**src/rtl/hwpe_ctrl_pkg.sv**
```systemverilog
// Shared types and constants for the HWPE control-port responder.
package hwpe_ctrl_pkg;

  localparam int unsigned NrCores       = 9;
  localparam int unsigned NumArgs       = 16;
  localparam int unsigned JobQueueDepth = 2;
  localparam int unsigned JobIdWidth    = 8;
  localparam int unsigned UserWidth     = 8;
  localparam int unsigned CntWidth      = $clog2(JobQueueDepth + 1);

  // Word offsets (addr[7:2])
  localparam logic [5:0] REG_ACQUIRE    = 6'h00;
  localparam logic [5:0] REG_TRIGGER    = 6'h01;
  localparam logic [5:0] REG_STATUS     = 6'h02;
  localparam logic [5:0] REG_LAST_DONE  = 6'h03;
  localparam logic [5:0] REG_SOFT_CLEAR = 6'h04;
  // ARG[0..15] occupy offsets 0x10..0x1F, i.e. offset[5:4] == 2'b01
  localparam logic [1:0] REG_ARG_PAGE   = 2'b01;

  // STATUS field positions
  localparam int unsigned STATUS_LOCKED_BIT  = 0;
  localparam int unsigned STATUS_RUNNING_BIT = 1;
  localparam int unsigned STATUS_QUEUED_LSB  = 4;
  localparam int unsigned STATUS_NEXT_ID_LSB = 8;
  localparam int unsigned STATUS_OWNER_LSB   = 16;

  typedef struct packed {
    logic [31:0]          addr;
    logic                 write;
    logic [31:0]          data;
    logic [3:0]           strb;
    logic [UserWidth-1:0] user;
  } tcdm_req_chan_t;

  typedef struct packed {
    logic           q_valid;
    tcdm_req_chan_t q;
  } tcdm_req_t;

  typedef struct packed {
    logic [31:0] data;
  } tcdm_rsp_chan_t;

  typedef struct packed {
    logic           q_ready;
    logic           p_valid;
    tcdm_rsp_chan_t p;
  } tcdm_rsp_t;

  typedef enum logic {LOCK_IDLE, LOCK_HELD} lock_state_e;

  typedef struct packed {
    logic [NumArgs*32-1:0]  args;
    logic [JobIdWidth-1:0]  id;
    logic [UserWidth-1:0]   owner;
  } job_t;

  typedef struct packed {
    logic [JobIdWidth-1:0]  id;
    logic [UserWidth-1:0]   owner;
  } run_t;

  // Replace the bytes of old_w selected by strb with those of new_w
  function automatic logic [31:0] byte_merge(input logic [31:0] old_w,
                                             input logic [31:0] new_w,
                                             input logic [3:0]  strb);
    logic [31:0] r;
    r = old_w;
    for (int b = 0; b < 4; b++) begin
      if (strb[b]) r[b*8 +: 8] = new_w[b*8 +: 8];
    end
    return r;
  endfunction

endpackage

```
**src/rtl/hwpe_job_fifo.sv**
```systemverilog
// Small register-based synchronous FIFO with clear and occupancy count.
module hwpe_job_fifo #(
  parameter int unsigned Width = 8,
  parameter int unsigned Depth = 2,
  localparam int unsigned CntW = $clog2(Depth + 1),
  localparam int unsigned PtrW = (Depth > 1) ? $clog2(Depth) : 1
) (
  input  logic             clk_i,
  input  logic             rst_i,
  input  logic             clr_i,
  input  logic             push_i,
  input  logic [Width-1:0] data_i,
  input  logic             pop_i,
  output logic [Width-1:0] data_o,
  output logic             valid_o,
  output logic [CntW-1:0]  count_o
);

  logic [Width-1:0] mem_q [Depth];
  logic [PtrW-1:0]  wr_ptr_q, rd_ptr_q;
  logic [CntW-1:0]  count_q;
  logic             full, do_push, do_pop;

  assign full    = (count_q == CntW'(Depth));
  assign valid_o = (count_q != '0);
  assign do_pop  = pop_i && valid_o;
  // A push into a full FIFO is allowed when the head leaves in the same cycle
  assign do_push = push_i && (!full || do_pop);
  assign data_o  = mem_q[rd_ptr_q];
  assign count_o = count_q;

  // Pointer and occupancy bookkeeping; clear behaves like reset
  always_ff @(posedge clk_i) begin
    if (rst_i || clr_i) begin
      wr_ptr_q <= '0;
      rd_ptr_q <= '0;
      count_q  <= '0;
    end else begin
      if (do_push) wr_ptr_q <= (wr_ptr_q == PtrW'(Depth - 1)) ? '0 : wr_ptr_q + 1'b1;
      if (do_pop)  rd_ptr_q <= (rd_ptr_q == PtrW'(Depth - 1)) ? '0 : rd_ptr_q + 1'b1;
      case ({do_push, do_pop})
        2'b10:   count_q <= count_q + 1'b1;
        2'b01:   count_q <= count_q - 1'b1;
        default: ;
      endcase
    end
  end

  // Storage; contents are don't-care until marked valid by the count
  always_ff @(posedge clk_i) begin
    if (do_push && !clr_i) mem_q[wr_ptr_q] <= data_i;
  end

endmodule

```
**src/rtl/hwpe_ctrl_responder.sv**
```systemverilog
// Job-offload register file behind the HWPE TCDM control port.
module hwpe_ctrl_responder
  import hwpe_ctrl_pkg::*;
(
  input  logic                  clk_i,
  input  logic                  rst_i,
  input  tcdm_req_t             req_i,
  output tcdm_rsp_t             rsp_o,
  output logic                  job_valid_o,
  input  logic                  job_ready_i,
  output logic [NumArgs*32-1:0] job_args_o,
  output logic [JobIdWidth-1:0] job_id_o,
  input  logic                  done_i,
  output logic                  clear_o,
  output logic [NrCores-1:0]    evt_o
);

  lock_state_e            state_q;
  logic [UserWidth-1:0]   owner_q;
  logic [JobIdWidth-1:0]  next_id_q, last_done_q;
  logic [31:0]            args_q [NumArgs];
  logic                   rsp_valid_q, clear_q;
  logic [31:0]            rsp_data_q;
  logic [NrCores-1:0]     evt_q, evt_d;

  logic [NumArgs*32-1:0]  args_flat;
  logic [5:0]             off;
  logic                   rd_req, wr_req, is_owner, arg_hit;
  logic                   acq_ok, trig, sclr, arg_wr;
  logic [CntWidth:0]      occupancy;
  logic [31:0]            rdata;
  logic                   unused_addr_bits;

  job_t                   job_push_data, job_head;
  logic                   job_valid, job_pop;
  logic [CntWidth-1:0]    job_cnt, run_cnt;
  run_t                   run_head;
  logic                   run_valid, run_pop;

  for (genvar gi = 0; gi < NumArgs; gi++) begin : g_args
    assign args_flat[gi*32 +: 32] = args_q[gi];
  end

  assign off              = req_i.q.addr[7:2];
  assign unused_addr_bits = ^{req_i.q.addr[31:8], req_i.q.addr[1:0]};
  assign rd_req    = req_i.q_valid && !req_i.q.write;
  assign wr_req    = req_i.q_valid &&  req_i.q.write;
  assign is_owner  = (state_q == LOCK_HELD) && (req_i.q.user == owner_q);
  assign arg_hit   = (off[5:4] == REG_ARG_PAGE);
  assign occupancy = {1'b0, job_cnt} + {1'b0, run_cnt};
  assign acq_ok    = rd_req && (off == REG_ACQUIRE) && (state_q == LOCK_IDLE)
                     && (occupancy < (CntWidth+1)'(JobQueueDepth));
  assign trig      = wr_req && (off == REG_TRIGGER) && is_owner;
  assign sclr      = wr_req && (off == REG_SOFT_CLEAR);
  assign arg_wr    = wr_req && arg_hit && is_owner;

  assign job_push_data = '{args: args_flat, id: next_id_q, owner: owner_q};
  assign job_pop       = job_valid && job_ready_i;
  // Soft clear flushes the running job, so its done gets no event
  assign run_pop       = done_i && run_valid && !sclr;

  hwpe_job_fifo #(.Width($bits(job_t)), .Depth(JobQueueDepth)) i_job_queue (
    .clk_i, .rst_i, .clr_i(sclr),
    .push_i(trig), .data_i(job_push_data), .pop_i(job_pop),
    .data_o(job_head), .valid_o(job_valid), .count_o(job_cnt)
  );

  hwpe_job_fifo #(.Width($bits(run_t)), .Depth(JobQueueDepth)) i_run_fifo (
    .clk_i, .rst_i, .clr_i(sclr),
    .push_i(job_pop), .data_i({job_head.id, job_head.owner}), .pop_i(run_pop),
    .data_o(run_head), .valid_o(run_valid), .count_o(run_cnt)
  );

  // Read mux, evaluated against pre-update state
  always_comb begin
    rdata = '0;
    case (off)
      REG_ACQUIRE:   rdata = acq_ok ? 32'(next_id_q) : 32'hFFFF_FFFF;
      REG_STATUS: begin
        rdata[STATUS_LOCKED_BIT]          = (state_q == LOCK_HELD);
        rdata[STATUS_RUNNING_BIT]         = run_valid;
        rdata[STATUS_QUEUED_LSB +: 4]     = 4'(job_cnt);
        rdata[STATUS_NEXT_ID_LSB +: 8]    = 8'(next_id_q);
        rdata[STATUS_OWNER_LSB +: 8]      = 8'(owner_q);
      end
      REG_LAST_DONE: rdata = 32'(last_done_q);
      default:       if (arg_hit) rdata = args_q[off[3:0]];
    endcase
  end

  // One-hot completion event for the owner of the retiring job
  always_comb begin
    evt_d = '0;
    if (run_pop) begin
      for (int c = 0; c < NrCores; c++) evt_d[c] = (run_head.owner == UserWidth'(c));
    end
  end

  // Lock FSM, register file and registered response/event outputs
  always_ff @(posedge clk_i) begin
    if (rst_i) begin
      state_q     <= LOCK_IDLE;
      owner_q     <= '0;
      next_id_q   <= '0;
      last_done_q <= '0;
      rsp_valid_q <= 1'b0;
      rsp_data_q  <= '0;
      clear_q     <= 1'b0;
      evt_q       <= '0;
      for (int a = 0; a < NumArgs; a++) args_q[a] <= '0;
    end else begin
      rsp_valid_q <= req_i.q_valid;
      rsp_data_q  <= rd_req ? rdata : '0;
      clear_q     <= sclr;
      evt_q       <= evt_d;
      if (run_pop) last_done_q <= run_head.id;
      if (arg_wr) args_q[off[3:0]] <= byte_merge(args_q[off[3:0]], req_i.q.data, req_i.q.strb);
      if (sclr) begin
        state_q <= LOCK_IDLE;
        owner_q <= '0;
      end else if (acq_ok) begin
        state_q <= LOCK_HELD;
        owner_q <= req_i.q.user;
      end else if (trig) begin
        state_q   <= LOCK_IDLE;
        owner_q   <= '0;
        next_id_q <= next_id_q + 1'b1;
      end
    end
  end

  // A completion with nothing running indicates an engine protocol error
  assert property (@(posedge clk_i) disable iff (rst_i) done_i |-> run_valid);

  always_comb begin
    rsp_o          = '0;
    rsp_o.q_ready  = 1'b1;
    rsp_o.p_valid  = rsp_valid_q;
    rsp_o.p.data   = rsp_data_q;
  end

  assign job_valid_o = job_valid;
  assign job_args_o  = job_valid ? job_head.args : '0;
  assign job_id_o    = job_valid ? job_head.id : '0;
  assign clear_o     = clear_q;
  assign evt_o       = evt_q;

endmodule

```
**config.mk**
```make
export PLATFORM = sky130hd
export DESIGN_NAME = hwpe_ctrl_responder
export DESIGN_NICKNAME = d
export VERILOG_FILES = /design/src/rtl/hwpe_ctrl_pkg.sv /design/src/rtl/hwpe_job_fifo.sv /design/src/rtl/hwpe_ctrl_responder.sv
export SDC_FILE = /design/constraint.sdc
export NUM_CORES = 2
export LEC_CHECK = 0
export CORE_MARGIN = 3
export CORE_UTILIZATION = 30
export CTS_CLUSTER_SIZE = 40
export DETAILED_ROUTE_END_ITERATION = 7
export GPL_TIMING_DRIVEN = 1
export PLACE_DENSITY = 0.44
export SLEW_MARGIN = 20
export SYNTH_ARGS = -nofsm -noshare
export SYNTH_HDL_FRONTEND = slang
export SYNTH_SLANG_ARGS = --single-unit
```
**constraint.sdc**
```tcl
create_clock -name clk_i -period 71.9 [get_ports clk_i]
set_input_delay 7.19 -clock clk_i [delete_from_list [all_inputs] [get_ports clk_i]]
set_output_delay 7.19 -clock clk_i [all_outputs]
set_load 0.02 [all_outputs]
```
Word-level counts from Yosys, hierarchy flattened

Memories as Yosys holds them, arrays and structs flattened. A register that Yosys moved wholly into a read port is not among the register bits.
Index checks and enable logic that the tools add are counted.

Register bits after elaboration: 76
RAM bits: 1600
Bits of input ports: 82
Output and inout bits: 565
Logic and storage cells: 139
Memories: 3

Add/sub/neg operators: 10
$lt $le $gt $ge: 1
Eq/ne operators: 20
Mux-type cells: 46
Bitwise logic cells: 5
Reductions and logical operators: 40

Memories:

| name              | words | bits a word | rd ports | clocked after memory_dff | write ports | line                      | source |
|---|---|---|---|---|---|---|---|
| i_job_queue.mem_q | 2     | 528         | 1        | 1                        | 1           | hwpe_job_fifo.sv:19       | `logic [Width-1:0] mem_q [Depth];` |
| args_q            | 16    | 32          | 17       | 0                        | 16          | hwpe_ctrl_responder.sv:21 | `logic [31:0] args_q [NumArgs];` |
| i_run_fifo.mem_q  | 2     | 16          | 1        | 1                        | 1           | hwpe_job_fifo.sv:19       |  |

Operators by type and width:

| kind                  | count |
|---|---|
| $mux W512             | 1 |
| $mux W8               | 15 |
| $mux W32              | 3 |
| $pmux W20 S3          | 1 |
| $eq A8 B3 Y1 const B  | 4 |
| $reduce_or A32 Y1     | 1 |
| $logic_and A1 B1 Y1   | 20 |
| $mux W1               | 20 |
| $eq A8 B2 Y1 const B  | 2 |
| $pmux W8 S2           | 1 |
| $eq A6 B2 Y1 const B  | 2 |
| $pmux W2 S3           | 2 |
| $reduce_bool A2 Y1    | 5 |
| $add A8 B1 Y8 const B | 1 |
| $eq A2 B2 Y1 const B  | 4 |
| $eq A8 B1 Y1 const B  | 1 |
| $eq A8 B4 Y1 const B  | 1 |
| $eq A8 B8 Y1          | 1 |
| $logic_not A8 Y1      | 1 |
| $pmux W2 S2           | 2 |
| $reduce_or A2 Y1      | 4 |
| $eq A2 B1 Y1 const B  | 3 |
| $eq A6 B1 Y1 const B  | 1 |
| $eq A6 B3 Y1 const B  | 1 |
| 11 further kinds      | 25 |

Depth between registers and ports, before layout

Depth after elaboration: 10
Depth in mapped cells: 12
Depth with buffers taken out: 9

Cells and area by module

A second synthesis with hierarchy kept.

Cells, all modules: 4334
Area total of the unflattened synthesis: 68944.9 um^2

By module, submodules not included:

| module                      | instances | cells each | area each (um^2) | sequential area each (um^2) |
|---|---|---|---|---|
| hwpe_job_fifo (i_job_queue) | 1         | 1671       | 38570.7          | 31810.5 |
| hwpe_ctrl_responder         | 1         | 2585       | 28957.8          | 16736.1 |
| hwpe_job_fifo (i_run_fifo)  | 1         | 78         | 1416.4           | 1061.0 |

Worst setup path after synthesis

No wires, ideal clock.

Path kind: input to register
From: in req_i[1] (netlist name)
To: mem i_job_queue.mem_q[1][0] (netlist name) (enable)
Arrival time: 30.759 ns
Path slack: 39.697 ns
Cell stages on the path: 6
Path buffers: 1
Cell sequence: xor2_1 > or4_4 > or4_4 > buf_2 > or2_2 > nor2_1

Cells in the longest elaborated chain, start to end: 7

Ends and longest elaborated chain:

| element                       | line                      | source |
|---|---|---|
| start: declaration            | hwpe_ctrl_responder.sv:7  | `input tcdm_req_t req_i,` |
| $eq A8 B8 Y1                  | hwpe_ctrl_responder.sv:48 | `assign is_owner = (state_q == LOCK_HELD) && (req_i.q.user == owner_q);` |
| $logic_and A1 B1 Y1           | hwpe_ctrl_responder.sv:48 |  |
| $logic_and A1 B1 Y1           | hwpe_ctrl_responder.sv:53 | `assign trig = wr_req && (off == REG_TRIGGER) && is_owner;` |
| $logic_and A1 B1 Y1           | hwpe_job_fifo.sv:28       | `assign do_push = push_i && (!full \|\| do_pop);` |
| $logic_and A1 B1 Y1           | hwpe_job_fifo.sv:51       | `if (do_push && !clr_i) mem_q[wr_ptr_q] <= data_i;` |
| $mux W1                       | hwpe_job_fifo.sv:51       |  |
| $mux W1 (implied by the code) | hwpe_job_fifo.sv:51       |  |
| end: declaration              | hwpe_job_fifo.sv:19       |  |

Every way passes these cells.

Final worst setup path

From: in req_i[77] (netlist name)
To: mem i_job_queue.mem_q[1][190] (netlist name) (enable)

Cells in the longest elaborated chain, start to end: 7
Elaborated cells between the ends (all ways): 9
Those cells by class: 2 x mux; 7 x reduce/logical

Ends and longest elaborated chain:

| element                           | line                      | source |
|---|---|---|
| $logic_and A1 B1 Y1 (*)           | hwpe_ctrl_responder.sv:47 | `assign wr_req = req_i.q_valid && req_i.q.write;` |
| $logic_and A1 B1 Y1 (2 in series) | hwpe_ctrl_responder.sv:53 |  |
| $logic_and A1 B1 Y1               | hwpe_job_fifo.sv:28       |  |
| $logic_and A1 B1 Y1 (*)           | hwpe_job_fifo.sv:51       |  |
| $mux W1 (*)                       | hwpe_job_fifo.sv:51       |  |
| $mux W1 (implied by the code) (*) | hwpe_job_fifo.sv:51       |  |

Mark *: on every way between the ends. The rest lies on a longest branch, timed or not.

==> results.py <==
metrics = {
    "logic_synthesis": {
        "seq_area_frac_synth": 0.751,
        "synth_flop_cell": "edfxtp_1",
        "synth.avg_cell_area_um2": 16.1,
        "synth.distinct_cells": 57,
        "yosysWarnings": 0,
        "synth_nets": 4185,
        "synth_cells": 4099,
        "synth-edff-count": 1600,
        "synth-seq-cells": 1678,
        "syn-cell-area_um2": 66100,
        "synthArstFlopShare": 0,
    },
    "pwr": {
        "power_leakage_nw": 25.9,
        "powerDensity_nw_per_um2": 25.6,
        "finalPower_mw": 2.10,
        "ir_drop_v": 0.0000203,
    },
    "drt": {
        "routed_wl_mm": 223,
        "ant_nets": 0,
        "vias_per_cell": 4.81,
        "drt-initial-drc-count": 2924,
        "drc": 0,
        "dr.pass1.iters": 5,
        "wl_per_cell_um": 28.8,
        "vias": 37237,
    },
    "sta": {
        "setup_viol": 0,
        "worst_pin_slew_ns": 1.18,
        "fin_crit_sh": 0.182,
        "fin_skew_ns": 0.0374,
        "worst_slack_ns": 58.84,
        "rsz0062_at_grt": "no",
        "finalHoldViolCount": 0,
        "period_needed_ns": 13.06,
        "drv_slew": 0,
        "max_freq_mhz": 76.6,
        "fin_setup_tns_ns": 0,
        "slew_headroom": 0.214,
    },
    "critical_path": {
        "r2r-start": "owner_q[7]",
        "crit_path_start": "req_i[77]",
        "cp-end-kind": "flip-flop",
        "r2r_slack_ns": 65.19,
        "cp-start-kind": "primary input",
        "crit_fanout": 62,
        "crit_required_ns": 72.33,
        "ff2ff_path_depth": 9,
        "arrival_ns": 13.49,
        "crit_type": "in -> reg",
    },
    "flow_run": {
        "cap_violations": 0,
    },
    "global_route": {
        "grtUsageTotal": 0.195,
        "grt_max_degree": 142,
        "antenna_found_initial": 27,
        "grt-ovfl-total": 0,
        "grt_pass1_vias": 37809,
        "grt_pass1_wl_mm": 307,
    },
    "place": {
        "post-dp-hpwl_mm": 148,
        "place.gp.congestion": 0.771,
        "dpl_cell_area_um2": 75800,
        "dp_slack_ns": 57.63,
        "io_buffers": 619,
    },
    "worst_hold_path": {
        "hold_path.class": "reg -> reg",
        "hp-start": "args_q[8][0]",
        "holdPathStages": 0,
    },
    "floorplanning": {
        "core_um2": 218000,
        "die_area_um2": 226000,
        "fp.dieW_um": 475,
        "initial_core_util": 0.303,
        "ioPinCount": 647,
        "fp.dieH_um": 475,
        "fp-row-count": 171,
    },
    "finish": {
        "final_area_um2": 81900,
        "post-route-util": 0.376,
        "drive_gt1_frac": 0.119,
        "syn_to_final_growth_pct": 24.0,
        "n_fill_cell": 20511,
        "final_nets": 4810,
    },
    "clock_network": {
        "clock_latency_ns": 0.83,
        "numCtsBuffers": 186,
        "postCtsSetupBuffers": 0,
        "path_clk_slew_ns": 0.06,
        "cts_tree": "yes",
        "clockBufferDepth": 3,
        "htreeDepth": 4,
        "hold_buffers": 0,
        "cts.sinks": 1678,
        "cts-root-buf": "clkbuf_16",
        "cts_resized": 0,
    },
    "status": {
        "outcome": "completed",
    },
}
## final timing paths
path,endpoint
max,i_job_queue.mem_q[1][190]
min reg2reg,i_job_queue.mem_q[1][272]
max reg2reg,i_job_queue.mem_q[1][190]
min,i_job_queue.mem_q[1][272]
## final cells by class
| type | count | area (um^2) | share of cell area |
|---|---|---|---|
| Tap cell | 2854 | 3570 | 0.0436 |
| Sequential cell | 1678 | 49600 | 0.606 |
| Clock inverter | 93 | 965 | 0.0118 |
| Inverter | 11 | 48.8 | 0.000596 |
| Antenna cell | 15 | 37.5 | 0.000458 |
| Clock buffer | 247 | 5040 | 0.0615 |
| Multi-Input combinational cell | 2134 | 15600 | 0.191 |
| Timing Repair Buffer | 713 | 6990 | 0.0854 |
## state kept, by name (all words and copies together), names as in the netlist, named ones only
register              cells
i_job_queue.mem_q      1056
rsp_valid_q               1
next_id_q                 8
i_job_queue.rd_ptr_q      1
i_run_fifo.count_o        2
i_run_fifo.rd_ptr_q       1
i_job_queue.wr_ptr_q      1
i_job_queue.count_o       2
evt_o                     9
owner_q                   8
rsp_data_q               32
state_q                   1
args_q                  512
i_run_fifo.wr_ptr_q       1
last_done_q               8
clear_o                   1
i_run_fifo.mem_q         32
## per-layer routing
metal  GRT usage  share of wire  wire length [um]
met5           0       0.000094                21
met4      0.0682          0.033              7310
met1       0.253           0.42             93800
met2       0.330           0.50            112000
met3      0.0303          0.046             10400
## layout by cell type (no fill, tap or decap), drive strengths merged, types with 15 or more instances in the layout
cell type	synthesis	routed
clkbuf	164	248
nand2	20	20
a211oi	22	22
diode	0	15
a21oi	39	39
bufinv	0	15
nor3	24	24
edfxtp	1600	1600
clkinv	2	66
nand2b	33	33
dfxtp	78	78
buf	112	98
inv	9	19
nor2	1081	1081
mux2i	616	616
o22ai	16	16
mux2	18	18
clkdlybuf4s50	0	614
mux4	128	128
## cell usage after synthesis, types with 10 or more instances
master	count	area (um^2)
o22ai_1	16	100
a211oi_1	22	165
edfxtp_1	1600	48000
nor2_1	1081	4060
buf_2	42	210
nand3_1	11	55.1
a22o_1	11	96.3
mux2_2	18	203
dfxtp_1	78	1560
nand2b_1	33	206
mux2i_1	609	6100
mux4_2	128	2880
o21ai_0	10	50.1
a21oi_1	39	195
nor3_1	24	120
buf_4	18	135
and2_1	12	75.1
nand2_1	20	75.1
clkbuf_1	164	616
buf_1	51	191
xnor2_1	11	96.3
## power by group
group / leakage [nW] / total [mW] / internal (mW) / switching [mW]
combinational: 7.12 / 0.0735 / 0.0223 / 0.0512
sequential: 15.8 / 1.08 / 1.08 / 0.00898
clock: 2.92 / 0.942 / 0.547 / 0.395
total: 25.9 / 2.10 / 1.64 / 0.455
## worst max-delay path: stages
cell and delay, ns:
clkdlybuf4s50_1 0.73, nand3_1 0.19, or4_4 0.49, or4_4 0.62
or2_2 0.38, nor2_4 0.43, buf_4 0.73, buf_4 0.83
buf_4 0.87, buf_4 0.84
## cells by family after synthesis
kind of cell             share of synthesized area
AO/OA/AOI/OAI                               0.0130
XOR/XNOR                                   0.00239
adder cells (fa/ha/maj)                   0.000871
buffers and inverters                       0.0182
flip-flops                                   0.751
multiplexers                                 0.140
other                                    0.0000568
AND/OR/NAND/NOR                             0.0742
## per-stage QoR
step / hold slack (ns) / std cells
after global routing: 0.461 / 7739
after CTS: 0.450 / 7729
final: 0.456 / 7745
after floorplan: 0.439 / 4099
after global placement: 0.444 / 7388
after detailed placement: 0.454 / 7389
Power figures use the tool's default switching activity.
==> RTL change: new RTL, same flow settings <==
`rsp_data_q` no longer has a reset.
--- a/src/rtl/hwpe_ctrl_responder.sv
+++ b/src/rtl/hwpe_ctrl_responder.sv
@@ -104,13 +104,11 @@
       next_id_q   <= '0;
       last_done_q <= '0;
       rsp_valid_q <= 1'b0;
-      rsp_data_q  <= '0;
       clear_q     <= 1'b0;
       evt_q       <= '0;
       for (int a = 0; a < NumArgs; a++) args_q[a] <= '0;
     end else begin
       rsp_valid_q <= req_i.q_valid;
-      rsp_data_q  <= rd_req ? rdata : '0;
       clear_q     <= sclr;
       evt_q       <= evt_d;
       if (run_pop) last_done_q <= run_head.id;
@@ -127,6 +125,10 @@
         next_id_q <= next_id_q + 1'b1;
       end
     end
+  end
+
+  always_ff @(posedge clk_i) begin
+    rsp_data_q <= rd_req ? rdata : '0;
   end
 
   // A completion with nothing running indicates an engine protocol error
Function: not settled (the Yosys comparison gave no result); the edit may change what the design does.
==> RTL change against the original RTL <==
Critical endpoint is now i_job_queue.mem_q[0][52]; routed wire length grew 1.4%; sequential cell count is the same; highest routed layer is now met4; total power rose by 0.23%; worst setup slack improved by 0.27 ns; worst hold slack worse by 0.0058 ns; synthesized cell count shrank 0.20%; synthesized area is 0.78% lower; sequential power barely moved; design area shrank 0.33%.
==> RTL change: results (changes against the original RTL) <==
.. list-table::
   :header-rows: 1

   * - Metric
     - Value
   * - Final hold violation count
     - 0 (unchanged)
   * - Worst EP arrival
     - 13.23 ns (-0.26 ns)
   * - CTS Root Cell
     - clkbuf_16
   * - Standard cell area after detailed placement
     - 75500 µm² (-0.41%)
   * - Routability-driven placement congestion ratio
     - 0.783 (+1.4%)
   * - Number of antenna violations at the first check in global routing
     - 7 (-74%)
   * - Number of cell instances on the worst register-to-register path
     - 8 (-1)
   * - Actual transition at the worst max-transition pin
     - 1.16 ns (-0.0231 ns)
   * - Number of buffers created by CTS
     - 188 (+1.1%)
   * - Worst reg2reg setup slack
     - 65.94 ns (+0.75 ns)
   * - Final-layout fill cell count
     - 20163 (-1.7%)
   * - Leading cell types by count after synthesis
     - edfxtp_1 (1600), nor2_1 (1085), mux2i_1 (554)
   * - Flip-flop count of the largest register, all copies and words added
     - 1056 (unchanged)
   * - Clock slew seen by the registers of the worst setup and hold paths
     - 0.06 ns (about the same)
   * - Critical path fanouts, max
     - 100 (+61%)
   * - All-Layer GR Usage
     - 0.198 (+0.00378)
   * - Pin count of the biggest net entering global routing
     - 149 (+4.9%)
   * - Dominant register cell in the synthesized netlist
     - edfxtp_1
   * - Largest incremental delay on the critical path
     - 0.88 ns
   * - HPWL after DPL
     - 146000 µm (-1.2%)
   * - Number of vias per cell
     - 4.88 (+1.6%)
   * - Total length of routed wires
     - 226000 µm (+1.4%)
   * - Largest registers
     - i_job_queue.mem_q: 1056 flops, args_q: 512 flops
   * - Latest clock arrival within the worst-skew pair
     - 0.84 ns
   * - Number of cells on the worst hold path
     - 0 (unchanged)
   * - Cell count after synthesis
     - 4091 (-0.20%)
   * - Number of violations reported at the end of detailed-routing iteration 0
     - 3240 (+11%)
   * - Number of enable-type register cells in the synthesized netlist
     - 1600 (unchanged)
   * - Leakage Power
     - 25.6 nW (-0.97%)
   * - Top post-synthesis cells by area
     - edfxtp_1 (73%), mux2i_1 (8.5%), nor2_1 (6.2%)
   * - Post-layout net count
     - 4820 (+0.21%)
   * - Setup fix buffers added after clock tree synthesis
     - 0 (unchanged)
   * - Max Clock Skew
     - 0.0294 ns (-0.00800 ns)
   * - Peak supply drop
     - 0.0238 mV (+18%)
   * - Syn nets
     - 4177 (-0.19%)
   * - Router iterations before antenna repair
     - 5 (unchanged)
   * - Worst path slowest cell
     - buf_4
   * - I/O Buffers
     - 619 (unchanged)
   * - Post_cts resized
     - 0 (unchanged)
   * - Clock buffer depth
     - 3 (unchanged)
   * - Sequential element share of the synthesized area
     - 0.757 (+0.00590)
   * - Number of H-tree levels
     - 4 (unchanged)
   * - Warning count from the yosys run
     - 0 (unchanged)
   * - Global-route wire length before repair
     - 311000 µm (+1.3%)
   * - Cell class contributing the biggest share of worst-path delay
     - buffers and inverters
   * - Fraction of registers with async set or reset after synthesis
     - 0 (unchanged)
   * - Number of distinct library cell variants in the gate-level netlist after synthesis
     - 47 (-18%)
   * - Hold crit path type
     - reg2reg
   * - Run status
     - complete, no violations
   * - Share of post-route cells with drive strength above 1
     - 0.122 (+0.00314)
## RTL change: per-layer routing
layer  track usage  wire (µm)
met5             0          0
met4        0.0503       5120
met3        0.0280      11100
met2         0.336     112000
met1         0.268      98100
## RTL change: path summary, 6_finish.rpt
path                              startpoint                        end
worst min-delay path            args_q[8][2]  i_job_queue.mem_q[0][274]
worst max register to register    owner_q[7]   i_job_queue.mem_q[0][52]
worst max-delay path               req_i[52]   i_job_queue.mem_q[0][52]
worst min register to register  args_q[8][2]  i_job_queue.mem_q[0][274]
## RTL change: report_power, final
part	switching (W)	internal, W	total, W
logic	0.0000510	0.0000213	0.0000723
clock network	0.000401	0.000547	0.000949
registers	0.00000855	0.00108	0.00108
## RTL change: metrics by stage
step           total power, W  setup WS [ns]  hold WS [ns]   util  instances
2_1_floorplan         0.00113          22.84         0.439      -       4091
3_3_place_gp          0.00118          58.15         0.444  0.350       7382
3_5_place_dp          0.00118          58.15         0.454  0.350       7382
4_1_cts               0.00213          58.96         0.456  0.378       7728
5_1_grt               0.00217          58.82         0.481  0.378       7728
6_report              0.00210          59.11         0.450  0.378       7730
## RTL change: cell families (layout without fill, tap and decap cells)
kind of cell / after synthesis / count (layout) / share of synthesized area
compound gates: 115 / 115 / 0.0128
flops: 1678 / 1678 / 0.757
buf+inv: 282 / 1081 / 0.0165
simple gates: 1294 / 1294 / 0.0791
mux: 699 / 699 / 0.131
xor+xnor: 18 / 18 / 0.00240
other cells: 1 / 3 / 0.0000572
fa+ha+maj: 4 / 4 / 0.000878
## RTL change: area by class of cell
class	count	area, µm²	area share
antenna	2	5.00	0.0000613
timing repair buffer	726	7080	0.0867
tap	2838	3550	0.0435
sequential	1678	49600	0.608
clock buffer	250	5100	0.0625
multi-input combinational	2131	15300	0.187
inverter	9	41.3	0.000506
clock inverter	96	996	0.0122
## RTL change: worst reg2reg max path, cell delays in order (launching register included)
cell and delay [ns]:
dfxtp_1 0.44, xnor2_1 0.15, nand4_1 0.28, or4_1 0.88
or3_1 0.56, inv_8 0.61, buf_4 0.82, buf_4 0.89
buf_4 0.86
